==> src/rtl/axis_arb_pkg.sv <==
// Shared types and the rotate-priority helper for the frame-locked AXI-stream arbiter.
package axis_arb_pkg;

    typedef enum logic {
        IDLE   = 1'b0,
        LOCKED = 1'b1
    } arb_state_t;

    // Source index that sits 'off' slots after 'base' on a ring of m sources (0 < off <= m).
    function automatic int rr_next(input int base, input int off, input int m);
        int sum;
        sum = base + off;
        if (sum >= m) begin
            sum = sum - m;
        end
        return sum;
    endfunction

endpackage

==> src/rtl/rr_pick.sv <==
// Combinational round-robin picker: first set request after ptr, wrapping; ptr itself has lowest priority.
module rr_pick
    import axis_arb_pkg::*;
#(
    parameter  int M   = 4,
    localparam int IDW = $clog2(M)
) (
    input  logic [M-1:0]   req,
    input  logic [IDW-1:0] ptr,
    output logic           any,
    output logic [IDW-1:0] idx
);

    logic [IDW-1:0] w_slot;

    // Scan farthest-to-nearest so the slot closest after ptr overwrites the others.
    always_comb begin
        any    = 1'b0;
        idx    = '0;
        w_slot = '0;
        for (int k = M; k >= 1; k--) begin
            w_slot = IDW'(rr_next(int'(ptr), k, M));
            if (req[w_slot]) begin
                any = 1'b1;
                idx = w_slot;
            end
        end
    end

endmodule

==> src/rtl/axis_frame_arb.sv <==
// Round-robin frame-locked arbiter: M AXI-stream sources onto one registered output, 1 cycle grant, 1 cycle accept->m_vld.
// Backpressure: granted s_rdy = !m_vld | m_rdy, so a full output stalls the source with no loss; frames never interleave.
module axis_frame_arb
    import axis_arb_pkg::*;
#(
    parameter  int M     = 4,
    parameter  int DATAW = 64,
    parameter  int CNTW  = 16,
    localparam int IDW   = $clog2(M)
) (
    input  logic                      clk,
    input  logic                      s_rst_n,
    input  logic                      arb_en,
    input  logic [M-1:0][DATAW-1:0]   s_data,
    input  logic [M-1:0]              s_vld,
    input  logic [M-1:0]              s_last,
    output logic [M-1:0]              s_rdy,
    output logic [DATAW-1:0]          m_data,
    output logic                      m_vld,
    output logic                      m_last,
    input  logic                      m_rdy,
    output logic [IDW-1:0]            gnt_id,
    output logic                      busy,
    output logic [CNTW-1:0]           frame_cnt
);

    arb_state_t       r_state;
    arb_state_t       w_state_nxt;
    logic [IDW-1:0]   r_ptr;
    logic [IDW-1:0]   r_gnt;
    logic [IDW-1:0]   w_idx;
    logic             w_any;
    logic             w_gnt_rdy;
    logic             w_accept;
    logic             w_frame_end;
    logic [DATAW-1:0] r_m_data;
    logic             r_m_vld;
    logic             r_m_last;
    logic [CNTW-1:0]  r_frame_cnt;

    rr_pick #(.M(M)) u_rr_pick (
        .req (s_vld),
        .ptr (r_ptr),
        .any (w_any),
        .idx (w_idx)
    );

    // Ready is gated by reset so nothing handshakes while the block is being cleared.
    assign w_gnt_rdy   = s_rst_n && (r_state == LOCKED) && (!r_m_vld || m_rdy);
    assign w_accept    = w_gnt_rdy && s_vld[r_gnt];
    assign w_frame_end = w_accept && s_last[r_gnt];

    always_comb begin
        s_rdy        = '0;
        s_rdy[r_gnt] = w_gnt_rdy;
    end

    always_comb begin
        w_state_nxt = r_state;
        case (r_state)
            IDLE:   if (arb_en && w_any) w_state_nxt = LOCKED;
            LOCKED: if (w_frame_end)     w_state_nxt = IDLE;
        endcase
    end

    always_ff @(posedge clk) begin
        if (!s_rst_n) begin
            r_state     <= IDLE;
            r_ptr       <= IDW'(M - 1);
            r_gnt       <= '0;
            r_m_data    <= '0;
            r_m_vld     <= 1'b0;
            r_m_last    <= 1'b0;
            r_frame_cnt <= '0;
        end else begin
            r_state <= w_state_nxt;
            if (r_state == IDLE && arb_en && w_any) begin
                r_gnt <= w_idx;
            end
            if (w_frame_end) begin
                r_ptr <= r_gnt;
            end
            if (w_accept) begin
                r_m_data <= s_data[r_gnt];
                r_m_last <= s_last[r_gnt];
                r_m_vld  <= 1'b1;
            end else if (m_rdy) begin
                r_m_vld  <= 1'b0;
            end
            if (r_m_vld && m_rdy && r_m_last) begin
                r_frame_cnt <= r_frame_cnt + CNTW'(1);
            end
        end
    end

    assign m_data    = r_m_data;
    assign m_vld     = r_m_vld;
    assign m_last    = r_m_last;
    assign gnt_id    = r_gnt;
    assign busy      = (r_state == LOCKED);
    assign frame_cnt = r_frame_cnt;

endmodule

==> config.mk <==
export PLATFORM = sky130hd
export DESIGN_NAME = axis_frame_arb
export DESIGN_NICKNAME = d
export VERILOG_FILES = /design/src/rtl/axis_arb_pkg.sv /design/src/rtl/rr_pick.sv /design/src/rtl/axis_frame_arb.sv
export SDC_FILE = /design/constraint.sdc
export NUM_CORES = 1
export LEC_CHECK = 0
export CORE_AREA = 2 2 137 139
export DETAILED_ROUTE_END_ITERATION = 8
export DIE_AREA = 0 0 139 141
export GPL_TIMING_DRIVEN = 0
export PLACE_DENSITY = 0.67
export SYNTH_ARGS = -nofsm -noshare
export SYNTH_HDL_FRONTEND = slang
export SYNTH_SLANG_ARGS = --single-unit
==> constraint.sdc <==
create_clock -name clk -period 2.33 [get_ports clk]
set_clock_uncertainty 0.2 [all_clocks]
set_input_delay 0.466 -clock clk [delete_from_list [all_inputs] [get_ports clk]]
set_output_delay 0.466 -clock clk [all_outputs]
set_load 0.02 [all_outputs]
==> metrics, run 1 <==
outcome finished clean; Hold Path Class reg -> reg; Num CTS Buffers 9; initial core utilization 27.8%; Final period util 94.4%; total power 4.50 mW; vias per cell 4.73; largest net degree at the start of global routing 20; Startpoint Class register; final setup violating endpoints 0; Leak Pwr 3.23 nW; # rows 50; initial antenna violation count 3; most common cell after layout, fill and taps aside clkdlybuf4s50_1; I/O pin cnt 357; layout cell share with drive strength beyond 1 17.1%; I/O Buffers 355; global-route wire length before repair 29,400 um; FF-to-FF path depth 5; Synth Instances 495; core area 18,300 um2; Final Util 50.7%; Root Driver clkbuf_16; Distinct cells, synth 45; Die ar. 19,600 um2; Post-Syn Area 5080 um2; Max rail drop VDD 0.429 mV; CTS clk-pin slew, worst paths 0.07 ns; synthesized flop and latch total 87; post-DR wirelength/cell 17.3 um; die width 139 um; Pwr Density 486 nW/um2; CTS tree built; hold slack final 0.246 ns; routed via count 5,200; die height 141 um; routed wire length 19,000 um; worst slew pin tran 0.729 ns; HPWL Detailed 15,800 um; most frequent cells in the layout clkdlybuf4s50_1, nand2_1, dfxtp_1; synthesized area per cell 10.3 um2; Final WS setup 0.130 ns; worst skew pair latency 0.34 ns; fin. max-slew vios 0; worst path cell trace buf_4 > buf_12 > and3_1 > clkdlybuf4s15_2; number of flops mapped to enable cells by yosys 0; Slew HR 51.4%; stages on the worst setup path 4; RSZ-0062 raised after global routing false; Worst EP arrival 1.53 ns; maxcap violations 0; GRT Total Usage 19.2%; Finished Cell Area 9260 um2; Required @ worst endpoint 1.66 ns; Post-synth ARST share 0%; clk sinks 87; Critical-path top delay cell dfxtp_1; Synth Net Count 764; H-tree levels 3; CP max stage delay 0.35 ns; Ys Warns 0; DRT iter0 DRCs 180; Clock Tree Buf Depth 2; fmax 455 MHz; min cycle time layout 2.20 ns; Bufs and invs on worst path 3; pre-CTS WS -0.471 ns; ANT nets after route 0; Primary FF master, synth dfxtp_1; Hold Violations, Final 0; DRC errors left 0; CP Class reg -> out; grt ovf 0; First-pass DRT Iterations 4; via count of the first global-routing pass 5,324; R2R setup slack 0.21 ns; Final Net Count 1,128; critical path fanouts, max 19; cts hold-fix bufs 0; register area share after synthesis 34.3%; worst hold path depth 2; routability cong. 0.803; CP endpoint kind output pin; Area growth syn-to-layout 82.1%; Area after DPL 8930 um2; Crit path max-delay family buffers and inverters; setup bufs post-CTS 0
## registers in the layout (all words and copies together), names as in the netlist
name / cells
r_ptr: 2
frame_cnt: 16
m_data: 64
busy: 1
m_vld: 1
m_last: 1
gnt_id: 2
## stage by stage
step | std cells | TNS, ns
global placement | 1084 | -11.97
CTS | 1098 | 0
detailed placement | 1084 | -13.16
finish | 1100 | 0
floorplan | 495 | 0
global route | 1099 | 0
## report_power, final
group          switching (mW)  total (mW)  internal (mW)
Sequential             0.0550        1.63           1.58
Combinational           0.523        1.39          0.866
Clock                   0.634        1.48          0.841
Total                    1.21        4.50           3.29
## final timing paths
path                           startpoint                 endpoint
hold / removal    m_data[26]$_SDFFE_PN0P_  m_data[26]$_SDFFE_PN0P_
hold reg to reg   m_data[26]$_SDFFE_PN0P_  m_data[26]$_SDFFE_PN0P_
setup / recovery   gnt_id[1]$_SDFFE_PN0P_                 s_rdy[3]
setup reg to reg   gnt_id[0]$_SDFFE_PN0P_  m_data[56]$_SDFFE_PN0P_
## cell type report
class                      instances  area [um2]
fill                            1726        9010
timing repair buffer             355        3550
multi-input combinational        360        3080
sequential                        87        1740
tap                              234         293
buffer                            40         269
clock buffer                       9         225
clock inverter                     7        76.3
inverter                           6        22.5
antenna                            2        5.00
## cell families after synthesis
family / after synthesis / synth area share (%)
simple gates: 197 / 16.9
flops: 87 / 34.3
compound gates: 82 / 11.6
mux: 70 / 29.9
buf+inv: 48 / 5.49
xor+xnor: 10 / 1.72
fa+ha+maj: 1 / 0.246
## worst min-delay path: stages, from the launching register on
cell and delay, ns:
dfxtp_1 0.31, nand2_1 0.05, o21ai_1 0.05
## synthesized netlist by cell type (2+ instances only)
cell | count | share of area (%)
buf_2 | 10 | 0.98
o21ai_1 | 11 | 1.1
mux2i_1 | 4 | 0.79
clkbuf_1 | 19 | 1.4
a21oi_1 | 3 | 0.30
mux4_2 | 65 | 29
nor3_1 | 4 | 0.39
inv_1 | 6 | 0.44
nor2b_1 | 3 | 0.37
buf_6 | 11 | 2.4
nand4_1 | 6 | 0.74
o2111ai_1 | 2 | 0.34
and4_1 | 3 | 0.52
xor2_1 | 5 | 0.86
xnor2_1 | 5 | 0.86
and3_1 | 6 | 0.74
dfxtp_1 | 87 | 34
nand2_1 | 138 | 10
or3_1 | 2 | 0.25
o21ai_2 | 35 | 6.0
nand2b_1 | 7 | 0.86
nand3_1 | 6 | 0.59
nor2_1 | 15 | 1.1
o21ai_0 | 21 | 2.1
## routing by layer
metal / vias to the layer above / track usage (%) / routed length (um) / part of all wire [%]
met5: - / 0 / 13 / 0.068
met4: 2 / 7.39 / 461 / 2.4
met3: 30 / 5.20 / 1260 / 6.6
met2: 186 / 32.6 / 9690 / 51
met1: 2446 / 23.4 / 7610 / 40
li1: 2536 / - / - / -
## what timing repair did
action / CTS / global route
setup endpoints to repair: 4 / 4
gates resized for setup: 22 / 4
hold endpoints to repair: 0 / 0
Note: power is estimated with default switching activity, not from simulation.
==> inputs of run 2 (changes only) <==
--- a/config.mk
+++ b/config.mk
@@ -9,7 +9,8 @@
 export DETAILED_ROUTE_END_ITERATION = 8
 export DIE_AREA = 0 0 139 141
 export GPL_TIMING_DRIVEN = 0
-export PLACE_DENSITY = 0.67
+export PLACE_DENSITY = 0.7
+export SLEW_MARGIN = 20
 export SYNTH_ARGS = -nofsm -noshare
 export SYNTH_HDL_FRONTEND = slang
 export SYNTH_SLANG_ARGS = --single-unit
==> constraint.sdc (replaced) <==
create_clock -name clk -period 1.99 [get_ports clk]
set_clock_uncertainty 0.2 [all_clocks]
set_input_delay 0.398 -clock clk [delete_from_list [all_inputs] [get_ports clk]]
set_output_delay 0.398 -clock clk [all_outputs]
set_load 0.02 [all_outputs]
==> metrics, run 2 (same netlist as run 1, synthesis figures left out) <==
worst skew pair latency 0.34 ns (about the same); Num CTS Buffers 9 (unchanged); CP Class reg -> out; CTS tree built; initial antenna violation count 2 (-1); Critical-path top delay cell dfxtp_2; Largest register FFs 64 (unchanged); HPWL Detailed 16,100 um (+1.7%); most common cell after layout, fill and taps aside clkdlybuf4s50_1; initial core utilization 27.8% (unchanged); Area after DPL 8940 um2 (about the same); fin. max-slew vios 0 (unchanged); failing checks negative setup slack; clk sinks 87 (unchanged); via count of the first global-routing pass 5,561 (+4.5%); worst path cell trace buf_6 > buf_12 > buf_8 > nor3_2 > buf_4; CTS clk-pin slew, worst paths 0.06 ns (about the same); Worst EP arrival 1.40 ns (-0.13 ns); die width 139 um (unchanged); Die ar. 19,600 um2 (unchanged); stages on the worst setup path 5 (+1); worst slew pin tran 0.519 ns (-0.210 ns); worst hold path depth 2 (unchanged); DRC errors left 0 (unchanged); total power 5.34 mW (+19%); I/O Buffers 355 (unchanged); min cycle time layout 2.00 ns; # rows 50 (unchanged); Required @ worst endpoint 1.39 ns (-0.27 ns); Final Net Count 1,134 (+0.53%); routability cong. 0.814 (+1.3%); HP Start m_data[26]$_SDFFE_PN0P_; routed via count 5,285 (+1.6%); Leak Pwr 3.48 nW (+7.8%); GRT Total Usage 20.0% (+0.78 points); Crit path max-delay family buffers and inverters; critical path fanouts, max 10 (-9); maxcap violations 0 (unchanged); Finished Cell Area 9380 um2 (+1.3%); Pwr Density 569 nW/um2 (+17%); largest net degree at the start of global routing 15 (-25%); Bufs and invs on worst path 4 (+1); Final period util 101%; vias per cell 4.79 (+1.3%); FF-to-FF path depth 8 (+3); pre-CTS WS -0.681 ns (-0.210 ns); fmax 499 MHz; Clock Tree Buf Depth 2 (unchanged); CP max stage delay 0.33 ns (-0.02 ns); layout cell share with drive strength beyond 1 19.4% (+2.3 points); post-DR wirelength/cell 18.0 um (+4.0%); fill count 1,716 (-0.58%); Max rail drop VDD 0.433 mV (+0.90%); hold slack final 0.245 ns (-0.000932 ns); Slew HR 65.4% (+14 points); r2r startpoint gnt_id[1]$_SDFFE_PN0P_; Final WS setup -0.0130 ns (-0.143 ns); H-tree levels 3 (unchanged); outcome finished, violations left; First-pass DRT Iterations 4 (unchanged); most frequent cells in the layout clkdlybuf4s50_1, nand2_1, dfxtp_1; crit path from gnt_id[1]$_SDFFE_PN0P_; RSZ-0062 raised after global routing true; routed wire length 19,900 um (+4.3%); final setup violating endpoints 1 (+1); grt ovf 0 (unchanged); core area 18,300 um2 (unchanged); die height 141 um (unchanged); cts hold-fix bufs 0 (unchanged); Startpoint Class register; Hold Violations, Final 0 (unchanged); global-route wire length before repair 30,500 um (+3.6%); ANT nets after route 0 (unchanged); Hold Path Class reg -> reg; Area growth syn-to-layout 84.4%; I/O pin cnt 357 (unchanged); CP endpoint kind output pin; DRT iter0 DRCs 225 (+25%); Root Driver clkbuf_16
[run 2: repair_timing]
item                                    in CTS  in global routing
buffers inserted                             5                  0
resized for setup                           60                 29
pin swaps                                    1                  0
endpoints found under the setup margin      82                 57
hold endpoints to repair                     0                  0
[run 2: tightest hold or removal path: stages (launching register included)]
cell and delay (ns):
dfxtp_1 0.31, nand2_1 0.05, o21ai_1 0.05
[run 2: worst paths after layout]
path	to	slack, ns
max	s_rdy[0]	-0.01
max reg2reg	m_data[13]$_SDFFE_PN0P_	0.08
min reg2reg	m_data[26]$_SDFFE_PN0P_	0.25
min	m_data[26]$_SDFFE_PN0P_	0.25
[run 2: final cells by class]
class	instances	area [um2]	area share, %
Clock buffer	11	253	2.70
Inverter	6	22.5	0.240
Clock inverter	4	53.8	0.574
Multi-Input combinational cell	360	3100	33.1
Sequential cell	87	1750	18.7
Timing Repair Buffer	360	3580	38.2
Antenna cell	1	2.50	0.0267
Tap cell	234	293	3.12
Buffer	41	327	3.48
[run 2: per-layer routing]
layer	vias to the layer above	routed length [um]	GRT usage [%]
met3	36	1330	5.60
met2	206	10100	35.0
met1	2488	7910	23.9
met4	4	474	6.17
met5	-	23	0
li1	2551	-	-
[run 2: power breakdown]
part	internal, mW	switching, mW	leakage (nW)	total, mW
Combinational	1.03	0.627	2.63	1.66
Clock	1.04	0.719	0.144	1.76
Sequential	1.85	0.0664	0.709	1.92
[run 2: stage by stage]
step / util (%) / TNS, ns / std cells
after CTS: 51.0 / 0 / 1104
after floorplan: - / -0.0222 / 495
after global routing: 51.3 / -0.155 / 1103
final: 51.3 / -0.0130 / 1104
after detailed placement: 48.9 / -34.41 / 1084
after global placement: 48.9 / -33.39 / 1084
==> edit, RTL diff (flow settings as in run 2) <==
`DATAW`: 64 -> 32.
--- a/src/rtl/axis_frame_arb.sv
+++ b/src/rtl/axis_frame_arb.sv
@@ -5,5 +5,5 @@
 #(
     parameter  int M     = 4,
-    parameter  int DATAW = 64,
+    parameter  int DATAW = 32,
     parameter  int CNTW  = 16,
     localparam int IDW   = $clog2(M)
Ports: changed (resized m_data and s_data); port bits go from 357 to 197. No check against the original RTL was run, so the function may have changed too.
==> edit against run 2 <==
  * Setup slack better by 0.028 ns
  * Cell count is 31% lower
  * Largest cell class unchanged
  * Wire length is 40% lower
  * Sequential power is 38% lower
  * Highest routed layer unchanged
  * Critical path type unchanged
  * Worst hold slack better by 0.0092 ns
  * Design area is 39% lower
  * Sequential cell count is 32 lower
  * Area after synthesis is 39% lower
  * Total power is 40% lower
==> edit: results (changes against run 2) <==
Outcome
  – Status: complete, no violations

Place
  – Pre-CTS WS: -1.01 ns (-0.329 ns)
  – Detail Placement HPWL: 9.50 mm (-41%)
  – GPL Wtd Cong: 0.789 (-3.0%)
  – Placement Cell Area: 0.00534 sq mm (-40%)

Power
  – Proportion of power drawn by the clock network: 33.3% (+0.4 points)
  – Sequential cell fraction of total power: 37.6% (+1.7 points)
  – Peak ir drop on the vdd network: 313 uV (-28%)
  – Ratio of total power to cell area: 560 mW/mm^2 (-1.7%)

Route
  – DRC violation total after the first TritonRoute iteration: 54 (-76%)
  – Pre-Repair DR Iteration Count: 7 (+3)
  – Routed wire length: 11.9 mm (-40%)

Timing
  – Worst hold margin: 0.254 ns (+0.00918 ns)
  – Aggregate negative setup slack: 0 ns (+0.0130 ns)
  – Final critical delay including setup and external delays: 1.98 ns (-0.0279 ns)

GRT
  – Number of antenna violations at the first check in global routing: 1 (-1)
  – All-Layer GR Usage: 11.9% (-8.1 points)
  – Maximum number of pins on one net before global-route repair: 19 (+4)

Setup path
  – Capturing point of the worst reg2reg path: m_data[8]
  – Critical-path top delay cell: sky130_fd_sc_hd__dfxtp_4
  – Maximum net fanout on the critical path: 3 (-7)
  – Startpoint of the worst register-to-register path: gnt_id[0]
  – Arrival time worst endpoint: 1.38 ns (-0.02 ns)
  – Capturing element of the worst setup path: s_rdy[3]

Final layout
  – Antenna diode count: 0 (-1)
  – Flip-flop count of the largest register, all copies and words added: 32 (-50%)
  – # nets final: 671 (-41%)
  – Fraction of layout cells with a size suffix above 1: 18.6% (-0.80 points)

Synthesis
  – Count of cell types in the netlist: 44 (-2.2%)
  – Mapped Nets: 463 (-39%)
  – Sequential area share after synthesis: 35.7% (+1.4 points)
  – Top post-synthesis cells by count: 75 x sky130_fd_sc_hd__nand2_1, 55 x sky130_fd_sc_hd__dfxtp_1, 41 x sky130_fd_sc_hd__nand3_1, 33 x sky130_fd_sc_hd__mux4_2, 13 x sky130_fd_sc_hd__o21ai_0

Clock network
  – Count of instances resized after the clock tree is built: 73 (+22%)
  – Clock buffer count from CTS: 5 (-4)

Worst hold path
  – Hold path startpoint: m_data[9]
## edit: kinds of logic after synthesis
family	after synthesis	share of synthesized area (%)
simple gates	163	26.0
buf+inv	30	5.27
fa+ha+maj	1	0.405
flops	55	35.7
compound gates	31	5.96
mux	34	24.4
xor+xnor	8	2.27
## edit: cell type report
cell class / count / area [sq um] / area share [%]
repair buffers: 202 / 2010 / 35.4
multi-input cells: 237 / 1870 / 32.8
flip-flops and latches: 55 / 1120 / 19.6
well taps: 234 / 293 / 5.15
plain buffers: 24 / 206 / 3.63
clock buffers: 5 / 125 / 2.20
clock inverters: 3 / 46.3 / 0.814
inverters: 5 / 18.8 / 0.330
## edit: metal layers
| layer | wire length [um] | share of wire (%) | GRT usage, % | vias up |
|---|---|---|---|---|
| met3 | 1030 | 8.7 | 4.45 | 18 |
| met2 | 5860 | 49 | 20.9 | 159 |
| met5 | 13 | 0.11 | 0 | - |
| li1 | - | - | - | 1589 |
| met1 | 4770 | 40 | 13.7 | 1523 |
| met4 | 205 | 1.7 | 3.19 | 2 |
